$ cat src/rtl/switch_debouncer_pkg.sv
// Shared definitions for the push-button debouncer: FSM state encoding and
// default timing constants for a 25 MHz board clock.
package switch_debouncer_pkg;

  typedef enum logic [1:0] {
    STABLE_LOW  = 2'd0,
    PEND_HIGH   = 2'd1,
    STABLE_HIGH = 2'd2,
    PEND_LOW    = 2'd3
  } state_e;

  localparam int unsigned DEF_DEBOUNCE_CYCLES = 250000;    // 10 ms
  localparam int unsigned DEF_REPEAT_DELAY    = 12500000;  // 500 ms
  localparam int unsigned DEF_REPEAT_PERIOD   = 2500000;   // 100 ms

  function automatic int unsigned maxOf(input int unsigned a, input int unsigned b);
    return (a > b) ? a : b;
  endfunction

endpackage

$ cat src/rtl/switch_debouncer_sync_2ff.sv
// Two-flop synchroniser bringing an asynchronous input into the i_clk domain.
module sync_2ff (
  input  logic i_clk,
  input  logic i_rstN,
  input  logic i_d,
  output logic o_q
);

  logic s1_q;
  logic s2_q;

  always_ff @(posedge i_clk) begin
    if (!i_rstN) begin
      s1_q <= 1'b0;
      s2_q <= 1'b0;
    end else begin
      s1_q <= i_d;
      s2_q <= s1_q;
    end
  end

  assign o_q = s2_q;

endmodule

$ cat src/rtl/switch_debouncer.sv
// Debounces one raw push-button: clean level, press/release strobes and an
// auto-repeat step strobe for the counter/display path.
module switch_debouncer
  import switch_debouncer_pkg::*;
#(
  parameter int unsigned DEBOUNCE_CYCLES = DEF_DEBOUNCE_CYCLES,
  parameter int unsigned REPEAT_EN       = 1,
  parameter int unsigned REPEAT_DELAY    = DEF_REPEAT_DELAY,
  parameter int unsigned REPEAT_PERIOD   = DEF_REPEAT_PERIOD
) (
  input  logic i_clk,
  input  logic i_rstN,
  input  logic i_switch,
  output logic o_level,
  output logic o_press,
  output logic o_release,
  output logic o_step
);

  localparam int unsigned DW = $clog2(DEBOUNCE_CYCLES + 1);
  localparam int unsigned RW = $clog2(maxOf(REPEAT_DELAY, REPEAT_PERIOD) + 1);
  localparam logic [DW-1:0] DebLast   = DW'(DEBOUNCE_CYCLES - 1);
  localparam logic [RW-1:0] RepDelay  = RW'(REPEAT_DELAY);
  localparam logic [RW-1:0] RepPeriod = RW'(REPEAT_PERIOD);

  logic syncSw;

  state_e        state_q,     state_d;
  logic [DW-1:0] debCnt_q,    debCnt_d;
  logic [RW-1:0] repCnt_q,    repCnt_d;
  logic          repeating_q, repeating_d;
  logic          level_q,     level_d;
  logic          press_q,     press_d;
  logic          release_q,   release_d;
  logic          step_q,      step_d;
  logic [RW-1:0] repNext;

  sync_2ff uSync (
    .i_clk  (i_clk),
    .i_rstN (i_rstN),
    .i_d    (i_switch),
    .o_q    (syncSw)
  );

  always_ff @(posedge i_clk) begin
    if (!i_rstN) begin
      state_q     <= STABLE_LOW;
      debCnt_q    <= '0;
      repCnt_q    <= '0;
      repeating_q <= 1'b0;
      level_q     <= 1'b0;
      press_q     <= 1'b0;
      release_q   <= 1'b0;
      step_q      <= 1'b0;
    end else begin
      state_q     <= state_d;
      debCnt_q    <= debCnt_d;
      repCnt_q    <= repCnt_d;
      repeating_q <= repeating_d;
      level_q     <= level_d;
      press_q     <= press_d;
      release_q   <= release_d;
      step_q      <= step_d;
    end
  end

  always_comb begin
    state_d     = state_q;
    debCnt_d    = debCnt_q;
    repCnt_d    = repCnt_q;
    repeating_d = repeating_q;
    level_d     = level_q;
    press_d     = 1'b0;
    release_d   = 1'b0;
    step_d      = 1'b0;
    repNext     = repCnt_q + RW'(1);

    case (state_q)
      STABLE_LOW: begin
        if (syncSw) begin
          state_d  = PEND_HIGH;
          debCnt_d = DW'(1);
        end
      end

      PEND_HIGH: begin
        if (!syncSw) begin
          state_d  = STABLE_LOW;
          debCnt_d = '0;
        end else if (debCnt_q == DebLast) begin
          state_d     = STABLE_HIGH;
          debCnt_d    = '0;
          level_d     = 1'b1;
          press_d     = 1'b1;
          step_d      = 1'b1;
          repCnt_d    = '0;
          repeating_d = 1'b0;
        end else begin
          debCnt_d = debCnt_q + DW'(1);
        end
      end

      // repeating_q selects between the initial delay and the steady period,
      // so the counter restarts from zero after every strobe and never wraps.
      STABLE_HIGH: begin
        if (!syncSw) begin
          state_d  = PEND_LOW;
          debCnt_d = DW'(1);
        end else if (REPEAT_EN != 0) begin
          if ((!repeating_q && repNext == RepDelay) ||
              ( repeating_q && repNext == RepPeriod)) begin
            step_d      = 1'b1;
            repCnt_d    = '0;
            repeating_d = 1'b1;
          end else begin
            repCnt_d = repNext;
          end
        end
      end

      PEND_LOW: begin
        if (syncSw) begin
          state_d  = STABLE_HIGH;
          debCnt_d = '0;
        end else if (debCnt_q == DebLast) begin
          state_d     = STABLE_LOW;
          debCnt_d    = '0;
          level_d     = 1'b0;
          release_d   = 1'b1;
          repCnt_d    = '0;
          repeating_d = 1'b0;
        end else begin
          debCnt_d = debCnt_q + DW'(1);
        end
      end

      default: begin
        state_d = STABLE_LOW;
      end
    endcase
  end

  assign o_level   = level_q;
  assign o_press   = press_q;
  assign o_release = release_q;
  assign o_step    = step_q;

endmodule

$ cat config.mk
export PLATFORM = sky130hd
export DESIGN_NAME = switch_debouncer
export DESIGN_NICKNAME = d
export VERILOG_FILES = /design/src/rtl/switch_debouncer_pkg.sv /design/src/rtl/switch_debouncer_sync_2ff.sv /design/src/rtl/switch_debouncer.sv
export SDC_FILE = /design/constraint.sdc
export NUM_CORES = 1
export LEC_CHECK = 0
export ABC_AREA = 1
export CORE_UTILIZATION = 50
export CTS_BUF_LIST = sky130_fd_sc_hd__clkbuf_4
export DETAILED_ROUTE_END_ITERATION = 10
export HOLD_SLACK_MARGIN = 0.05
export PLACE_DENSITY = 0.76
export RECOVER_POWER = 50
export SETUP_SLACK_MARGIN = 0.1
export SYNTH_ARGS = -nofsm -noshare
export SYNTH_HDL_FRONTEND = slang
export SYNTH_HIERARCHICAL = 1
export SYNTH_SLANG_ARGS = --single-unit
$ cat constraint.sdc
create_clock -name i_clk -period 2.4 [get_ports i_clk]
set_clock_uncertainty 0.1 [all_clocks]
set_input_delay 0.72 -clock i_clk [delete_from_list [all_inputs] [get_ports i_clk]]
set_output_delay 0.72 -clock i_clk [all_outputs]
set_load 0.005 [all_outputs]
# == Yosys cells after proc, flatten, opt, wreduce, memory -nomap -nowiden ==
# Index checks and enable logic that the tools add are counted.
# totals
reg_bits,51
in_bits,3
output_inout_bits,4
elab_cells,79
# classes
addsub,2
n_eq_ne,16
muxes,35
n_bitwise,2
n_reduce_logical,14
# ops
operator,n
2-to-1 mux 24 bit,5
2-to-1 mux 18 bit,5
case mux 18 bit (4 select lines),1
case mux 24 bit (3 select lines),1
adder 24 x 1 -> 24 bit (second input constant),1
== test 24 x 22 -> 1 bit (second input constant),1
== test 24 bit (second input constant),1
adder 18 x 1 -> 18 bit (second input constant),1
== test 18 bit (second input constant),1
2-to-1 mux 1 bit,13
2-to-1 mux 2 bit,6
!= test 2 bit (second input constant),5
AND reduction 5 bit,2
case mux 2 bit (4 select lines),1
AND reduction 4 bit,2
!= test 2 x 1 -> 1 bit (second input constant),3
== test 2 bit (second input constant),2
case mux 1 bit (2 select lines),2
AND reduction 2 bit,2
!= test 3 x 2 -> 1 bit (second input constant),1
!= test 3 bit (second input constant),1
case mux 1 bit (3 select lines),1
nonzero test 3 bit,1
OR reduction 3 bit,1
7 further kinds,9

# == Logic depth before layout (Yosys ltp) ==
# Gate-level depths: netlist of the first run.
# logic_depth
depth_word,7
depth_mapped,16
depth_no_buf,15

# == Hierarchy ==
# Netlist of the first run, hierarchy kept.
# by_module_without_submodules
mod,instances,cells_per_inst,area_per_inst_um2
switch_debouncer,1,507,3286.9
sync_2ff,1,6,55.1

# == Worst setup path after synthesis of the first run ==
# Ideal clock, no wire load.
# synth_timing
path_kind,reg-to-reg
start,register repCnt_q[1]
end,register repCnt_q[17]
arrival_time_ns,1.812
t_required_ns,2.164
slack_ns,0.352
path_stages_with_launch,16
period_less_slack_ns,2.048
path_cell_list,dfxtp_1 ha_1 nand2_2 nor2_8 nand2_2 inv_1 or2_2 nand2_1 nand2_1 nor2_1 nand2_2 nor2_4 nand2_4 buf_12 nand2_2 a21oi_2
# synth_via
elab_chain_len,7
word_cells_on_any_way,9
# synth_lines
item,line_no,source
"start, declared",switch_debouncer.sv:30,"logic [RW-1:0] repCnt_q, repCnt_d;"
"start signal, assigned",switch_debouncer.sv:58,repCnt_q <= repCnt_d;
adder 24 x 1 -> 24 bit (*),switch_debouncer.sv:76,repNext = repCnt_q + RW'(1);
== test 24 bit / == test 24 x 22 -> 1 bit (equally long branches),"switch_debouncer.sv:110, switch_debouncer.sv:111",
logical AND 1 bit (on tied branches),"switch_debouncer.sv:110, switch_debouncer.sv:111",
logical OR 1 bit,switch_debouncer.sv:110,if ((!repeating_q && repNext == RepDelay) ||
2-to-1 mux 24 bit (*),switch_debouncer.sv:110,
2-to-1 mux 24 bit (*),switch_debouncer.sv:106,if (!syncSw) begin
case mux 24 bit (3 select lines) (*),switch_debouncer.sv:78,case (state_q)
# Mark *: on every way between the ends. The rest lies on a longest branch, timed or not. The select of a mux whose other input is x is not followed.
# A chain may end at the register's enable or synchronous reset.

# == Final worst setup path of the first run ==
# layout_timing
start,register repCnt_q[11]
end,register repCnt_q[18]
# Same word-level chain as after synthesis.

==> summary.md, run 1 <==
| Metric | Value |
|---|---|
| Leakage dissipation | 1.59 nW |
| Source of the worst register-to-register timing path | repCnt_q[11] |
| Fill cell count | 608 |
| Crit Path Max Fanout | 8 |
| Max-cap violation count | 0 |
| Largest cells by area after synthesis | dfxtp_1 31%, nand2_1 16%, nor2_1 7.2%, inv_1 6.1%, nand3_1 4.9% |
| Number of max-slew violations in the final report | 0 |
| Number of standard-cell rows in the floorplan | 29 |
| Floorplan die height | 83.8 um |
| Cell count after synthesis | 513 |
| Syn Std Cell Area | 0.00334 mm^2 |
| Worst flop-to-flop path endpoint | repCnt_q[18] |
| Number of buffers added on ports | 6 |
| Clock tree from TritonCTS | built |
| RePlAce Congestion | 0.931 |
| Floorplan die area | 0.00701 mm^2 |
| Clock transition time at the flip-flop clock pins of the worst setup and hold paths | 160 ps |
| Number of gates on the worst path with buffers counted | 13 |
| Maximum clock frequency | 439 MHz |
| Slowest cell on the critical path | dfxtp_1 |
| Clock Root Buffer | clkbuf_4 |
| Initial standard-cell utilization of the core | 0.523 |
| Crit path required time | 2560 ps |
| Pin slew with the least headroom to its limit | 566 ps |
| Worst Hold Endpoint | uSync/o_q |
| Total global routing overflow | 0 |
| Critical Path Source Type | register |
| Total routed wirelength | 7900 um |
| Cell count of the worst reg-to-reg path | 13 |
| Core outline area | 0.00639 mm^2 |
| CP dominant cell by count | nand2_1 |
| Wire length of the first global-routing pass | 13000 um |
| Setup WS post-layout | 120 ps |
| Worst hold path type | reg2reg |
| Number of routed nets with antenna violations | 0 |
| Count of inserted antenna diode cells | 0 |
| Clock sink count | 51 |
| Number of flip-flops and latches in the synthesized netlist | 51 |
| Non-filler cells in the finished layout | 611 |
| Number of antenna violations at the first check in global routing | 0 |
| Final number of hold-violating endpoints | 0 |
| Worst supply voltage drop on vdd | 0.285 mV |
| Detail Placement HPWL | 5730 um |
| Via count of the first global-routing pass | 2927 |
| Via total after detailed routing | 3338 |
| Routed length per placed instance | 12.9 um |
| Slew margin rel. | 0.622 |
| Average via count per standard cell | 5.46 |
| Setup repair after global routing missed its margin | yes |
| Die Span X | 83.8 um |
| Number of CTS-inserted buffers | 5 |
| Clock H-tree levels | 2 |
| Overall routing resource usage | 0.223 |
| Kind of cell adding the most delay to the critical path | simple AND/OR/NAND/NOR gates |
| Status | finished clean |
| Worst stage delay on the critical path | 450 ps |
| Worst setup slack after placement | 135 ps |
| Ratio of cells with drive above 1 in the final layout | 0.193 |
| Cells traversed along the worst timing path | nand2_1, nor2_4, nand2_1, nor2_4, nand2_1, nand2_1, nand2_1, nor2_2, nand2_2, nor2_4, nand2_4, nand2_2, a21oi_2 |
| Growth of design area from synthesis to finish | 11.8% |
| Largest net degree at the start of global routing | 25 |
| Worst-Skew Late Latency | 380 ps |
| Clk buf depth | 2 |
| Final-layout setup total negative slack | 0 ps |
| Worst hold path depth | 2 |
| Buffers plus inverters on the worst setup path | 0 |
| I/O pin count | 7 |
| Time the final worst path needs with I/O delays and setup | 2280 ps |
| Number of distinct standard cells referenced by the synthesized netlist | 35 |
| Final clock period utilization by the worst path | 0.950 |
| Dominant cell type by area after synthesis | dfxtp_1 |
| Fraction of post-synthesis cell area in the top cell type by area | 0.306 |
| Data arrival time of the critical path | 2440 ps |
| Worst Hold Launch | uSync/s1_q |
| FF-to-FF setup slack | 120 ps |
| Synthesized netlist net count | 523 |
| Syn. warnings | 6 |
| Setup violation total in the final timing report | 0 |
| Pwr Density | 452 mW/mm^2 |
| Placed Instances | 595 |
| Detailed Route Iter0 Violations | 266 |
| Mean post-synth cell area | 6.51 um^2 |
| Number of nets in the layout | 543 |
| Kind of end point of the critical path | register |
| Number of detailed-route iterations in the first pass | 5 |
| Number of remaining DRC errors | 0 |
| Type of the worst setup path | reg2reg |
| Part of the Yosys area used for sequential elements | 0.306 |
-- routing by layer --
layer	up-vias	share of wire	global-route usage
li1	1686	-	-
met2	90	0.47	0.370
met3	8	0.048	0.0346
met5	-	0	0
met4	0	0.0075	0.0462
met1	1554	0.47	0.308
-- worst min-delay path, cell delays in order (launching register included) --
cell	delay, ps
dfxtp_1	330
nand2_1	60
inv_1	30
-- cells in the mapped netlist --
cell type  number
a211oi_1        7
a21oi_1        28
a21oi_2        10
a32o_1          1
buf_12          1
buf_2           4
clkbuf_1        6
clkbuf_2        1
dfxtp_1        51
ha_1            7
inv_1          54
inv_2           1
nand2_1       141
nand2_2        21
nand2_4         3
nand3_1        33
nand3b_1        4
nand4_1         6
nor2_1         64
nor2_2          7
nor2_4          5
nor2_8          3
nor3_1         14
nor3_2          1
nor3b_1         2
nor4_1          3
o2111ai_1       1
o21a_1          1
o21ai_0        21
o21ai_1         1
o221a_2         1
or2_2           2
xnor2_1         1
xor2_1          6
xor2_2          1
-- per-stage QoR --
| step | hold WS (ps) | util | cell area (um^2) | total power, W |
|---|---|---|---|---|
| after floorplan | 290 | - | 3340 | 0.00118 |
| after global placement | 301 | 0.550 | 3510 | 0.00126 |
| after detailed placement | 316 | 0.550 | 3510 | 0.00128 |
| after CTS | 343 | 0.559 | 3570 | 0.00168 |
| after global routing | 373 | 0.585 | 3740 | 0.00178 |
| final | 345 | 0.585 | 3740 | 0.00169 |
-- worst max path at each step --
stage / to / start / slack, ps
after floorplan: repCnt_q[17] / repCnt_q[1] / 350
after global placement: repCnt_q[1] / repCnt_q[1] / 190
after detailed placement: repCnt_q[1] / repCnt_q[1] / 140
after CTS: repCnt_q[1] / repCnt_q[1] / 110
after global routing: o_step / repCnt_q[11] / 7
final: repCnt_q[18] / repCnt_q[11] / 120
-- kinds of logic after synthesis --
logic type                 count (synthesis)  share of synthesized area
AOI/OAI and AO/OA                         71                      0.128
xor gates and xnor gates                   8                     0.0232
adders and majority gates                  7                     0.0262
buffers and inverters                     67                     0.0820
DFF                                       51                      0.306
and+or+nand+nor                          309                      0.435
-- cells in the final DEF (no fill, tap or decap), drive strengths merged, types with 3 or more instances in the layout --
cell and instances:
inv 56, o21ai 22, nand3b 4, nand2 166
nand4 6, a211oi 7, nand3 33, nor3 15
dlygate4sd3 5, clkbuf 7, nor2 79, a21oi 38
ha 7, buf 16, dfxtp 51, nor4 3
xor2 7
-- power by group --
part / internal, W / switching [W] / total [W]
registers: 0.000898 / 0.0000626 / 0.000960
logic: 0.000112 / 0.000201 / 0.000314
clock network: 0.000116 / 0.000299 / 0.000414
-- state kept, by name, summed over array words and instances, names as in the netlist, named ones only --
name,count
repCnt_q,24
debCnt_q,18
o_level,1
o_press,1
o_release,1
o_step,1
repeating_q,1
state_q,1
uSync/o_q,1
uSync/s1_q,1
-- cell type report --
class                      instances  area (um^2)  share of cell area
multi-input combinational        396         2140               0.573
clock inverter                     3         18.8             0.00502
clock buffer                       5         37.5              0.0100
inverter                          55          206              0.0553
tap                               77         96.3              0.0258
timing repair buffer              24          191              0.0512
sequential                        51         1040               0.280
-- repair_timing --
item	4_1_cts	5_1_grt
setup endpoints to repair	0	34
gates resized for setup	0	38
hold buffers	0	0
buffers inserted	0	7
(Power assumes the default switching activity.)
==> run 2, diff against run 1 <==
Settings changed: RECOVER_POWER 50 to 100.
==> run 2 against run 1 <==
  * Core utilization decreased by 0.29 points
  * Worst hold slack about the same
  * Global-route usage did not move
  * Highest routed layer unchanged
  * Non-clock buffer count did not move
  * Maximum frequency up 1.3%
  * Count of clock-buffer cells in the layout stayed put
  * Wire length decreased by 0.27%
  * Via count up 0.30%
  * Worst setup slack improved by 29 ps
  * Combinational power is essentially flat
  * Largest cell class unchanged
  * Die area is the same
==> summary.md, run 2 (synthesis gave the netlist of run 1 again) <==
| Metric | Value |
|---|---|
| Largest net degree at the start of global routing | 25 (unchanged) |
| Status | finished clean |
| Clock tree from TritonCTS | built |
| Number of antenna violations at the first check in global routing | 0 (unchanged) |
| Critical Path Source Type | register |
| Time the final worst path needs with I/O delays and setup | 2250 ps (-28.7 ps) |
| Clock transition time at the flip-flop clock pins of the worst setup and hold paths | 160 ps (about the same) |
| Clk buf depth | 2 (unchanged) |
| Wire length of the first global-routing pass | 13000 um (unchanged) |
| Routed length per placed instance | 12.9 um (-0.27%) |
| Total global routing overflow | 0 (unchanged) |
| FF-to-FF setup slack | 150 ps (+30 ps) |
| Critical path launch point | repCnt_q[11] |
| Worst supply voltage drop on vdd | 0.286 mV (about the same) |
| Max-cap violation count | 0 (unchanged) |
| Final number of hold-violating endpoints | 0 (unchanged) |
| Final clock period utilization by the worst path | 0.938 (-0.0120) |
| Detailed Route Iter0 Violations | 248 (-6.8%) |
| Number of remaining DRC errors | 0 (unchanged) |
| Largest register by flop count | repCnt_q |
| Cell count of the worst reg-to-reg path | 13 (unchanged) |
| Die Span X | 83.8 um (unchanged) |
| Total routed wirelength | 7880 um (-0.27%) |
| Number of buffers added on ports | 6 (unchanged) |
| Worst hold path depth | 2 (unchanged) |
| Source of the worst register-to-register timing path | repCnt_q[11] |
| Detail Placement HPWL | 5730 um (unchanged) |
| Overall routing resource usage | 0.223 (unchanged) |
| Kind of end point of the critical path | register |
| I/O pin count | 7 (unchanged) |
| Floorplan die area | 0.00701 mm^2 (unchanged) |
| Number of CTS-inserted buffers | 5 (unchanged) |
| Via total after detailed routing | 3348 (+0.30%) |
| Worst slack on hold paths | 346 ps (+0.357 ps) |
| Number of standard-cell rows in the floorplan | 29 (unchanged) |
| Met3 demand-to-capacity share in global routing | 0.0346 (unchanged) |
| Largest registers | repCnt_q: 24 flops, debCnt_q: 18 flops |
| Maximum clock frequency | 444 MHz (+1.3%) |
| Count of inserted antenna diode cells | 0 (unchanged) |
| Worst hold path type | reg2reg |
| Data arrival time of the critical path | 2410 ps (-30 ps) |
| Via count of the first global-routing pass | 2927 (unchanged) |
| RePlAce Congestion | 0.931 (unchanged) |
| Number of nets in the layout | 543 (unchanged) |
| Number of detailed-route iterations in the first pass | 5 (unchanged) |
| Worst flop-to-flop path endpoint | repCnt_q[18] |
| Growth of design area from synthesis to finish | 11.2% |
| Met1 usage | 0.308 (unchanged) |
| Flip-flop count of the largest register, all copies and words added | 24 (unchanged) |
| Worst setup endpoint | repCnt_q[18] |
| Non-filler cells in the finished layout | 611 (unchanged) |
| Clock Root Buffer | clkbuf_4 |
| Worst-Skew Late Latency | 380 ps (about the same) |
| Core outline area | 0.00639 mm^2 (unchanged) |
| Pwr Density | 454 mW/mm^2 (+0.56%) |
| Number of max-slew violations in the final report | 0 (unchanged) |
| Clock sink count | 51 (unchanged) |
| Initial standard-cell utilization of the core | 0.523 (unchanged) |
| Most used cells in the layout excluding fill and tap cells | 140 x nand2_1, 62 x nor2_1, 53 x inv_1 |
| Number of routed nets with antenna violations | 0 (unchanged) |
| Leading cell type in the layout, fill and taps excluded | nand2_1 |
| Final-layout setup total negative slack | 0 ps (unchanged) |
| Most heavily used metal layer in global routing | met2 |
| Clock H-tree levels | 2 (unchanged) |
| Slew margin rel. | 0.656 (+0.0338) |
| Floorplan die height | 83.8 um (unchanged) |
| Setup violation total in the final timing report | 0 (unchanged) |
| Crit Path Max Fanout | 8 (unchanged) |
| Leakage dissipation | 1.59 nW (about the same) |
| Type of the worst setup path | reg2reg |
| Pin slew with the least headroom to its limit | 515 ps (-50.6 ps) |
| Average via count per standard cell | 5.48 (+0.30%) |
| Placed Instances | 595 (unchanged) |
| Setup repair after global routing missed its margin | yes |
| Ratio of cells with drive above 1 in the final layout | 0.184 (-0.00936) |
| Crit path required time | 2560 ps (about the same) |
| GR Util met2 | 0.370 (unchanged) |
run 2: cell types whose count changed in the layout (fill, tap and decap cells not counted):
cell / before / now
a21oi_2: 12 / 7
a21oi_1: 26 / 31
run 2: critical path, cell delays in order (launching register included):
cell and delay [ps]:
dfxtp_1 460, nand2_1 130, nor2_4 140, nand2_1 110, nor2_4 170, nand2_1 90
nand2_1 90, nand2_1 80, nor2_2 140, nand2_2 80, nor2_4 240, nand2_4 160
nand2_2 80, a21oi_1 50
run 2: through the flow:
stage / utilization / setup WS (ps) / total power, W / instance area [um^2]
after floorplan: - / 352 / 0.00118 / 3340
after global placement: 0.550 / 187 / 0.00126 / 3510
after detailed placement: 0.550 / 135 / 0.00128 / 3510
after CTS: 0.559 / 113 / 0.00168 / 3570
after global routing: 0.582 / 7.24 / 0.00178 / 3720
final: 0.582 / 149 / 0.00169 / 3720
run 2: worst min-delay path by stage:
stage / start / endpoint / slack [ps]
after floorplan: uSync/s1_q / uSync/o_q / 290
after CTS: uSync/s1_q / uSync/o_q / 340
after global routing: uSync/s1_q / uSync/o_q / 370
after detailed placement: uSync/s1_q / uSync/o_q / 320
after global placement: uSync/s1_q / uSync/o_q / 300
final: uSync/s1_q / uSync/o_q / 350
run 2: final cells by class:
| type | count | area (um^2) |
|---|---|---|
| Tap cell | 77 | 96.3 |
| Clock buffer | 5 | 37.5 |
| Fill cell | 614 | 2670 |
| Inverter | 55 | 206 |
| Timing Repair Buffer | 24 | 191 |
| Clock inverter | 3 | 18.8 |
| Multi-Input combinational cell | 396 | 2120 |
| Sequential cell | 51 | 1040 |
run 2: timing repair:
| item | CTS | global route |
|---|---|---|
| resized for setup | 0 | 38 |
| hold buffers | 0 | 0 |
| setup buffers | 0 | 7 |
| setup endpoints to repair | 0 | 34 |
run 2: metal layers:
metal  wire length, um  share of wire
met1              3770           0.48
met2              3720           0.47
met3               302          0.038
met4                89          0.011
met5                 0              0
run 2: report_power, final:
| part | leakage (nW) | switching (W) | internal (W) | total [W] |
|---|---|---|---|---|
| combinational | 1.14 | 0.000200 | 0.000112 | 0.000313 |
| clock | 0.0354 | 0.000301 | 0.000116 | 0.000417 |
| sequential | 0.420 | 0.0000625 | 0.000898 | 0.000960 |
| total | 1.59 | 0.000563 | 0.00113 | 0.00169 |
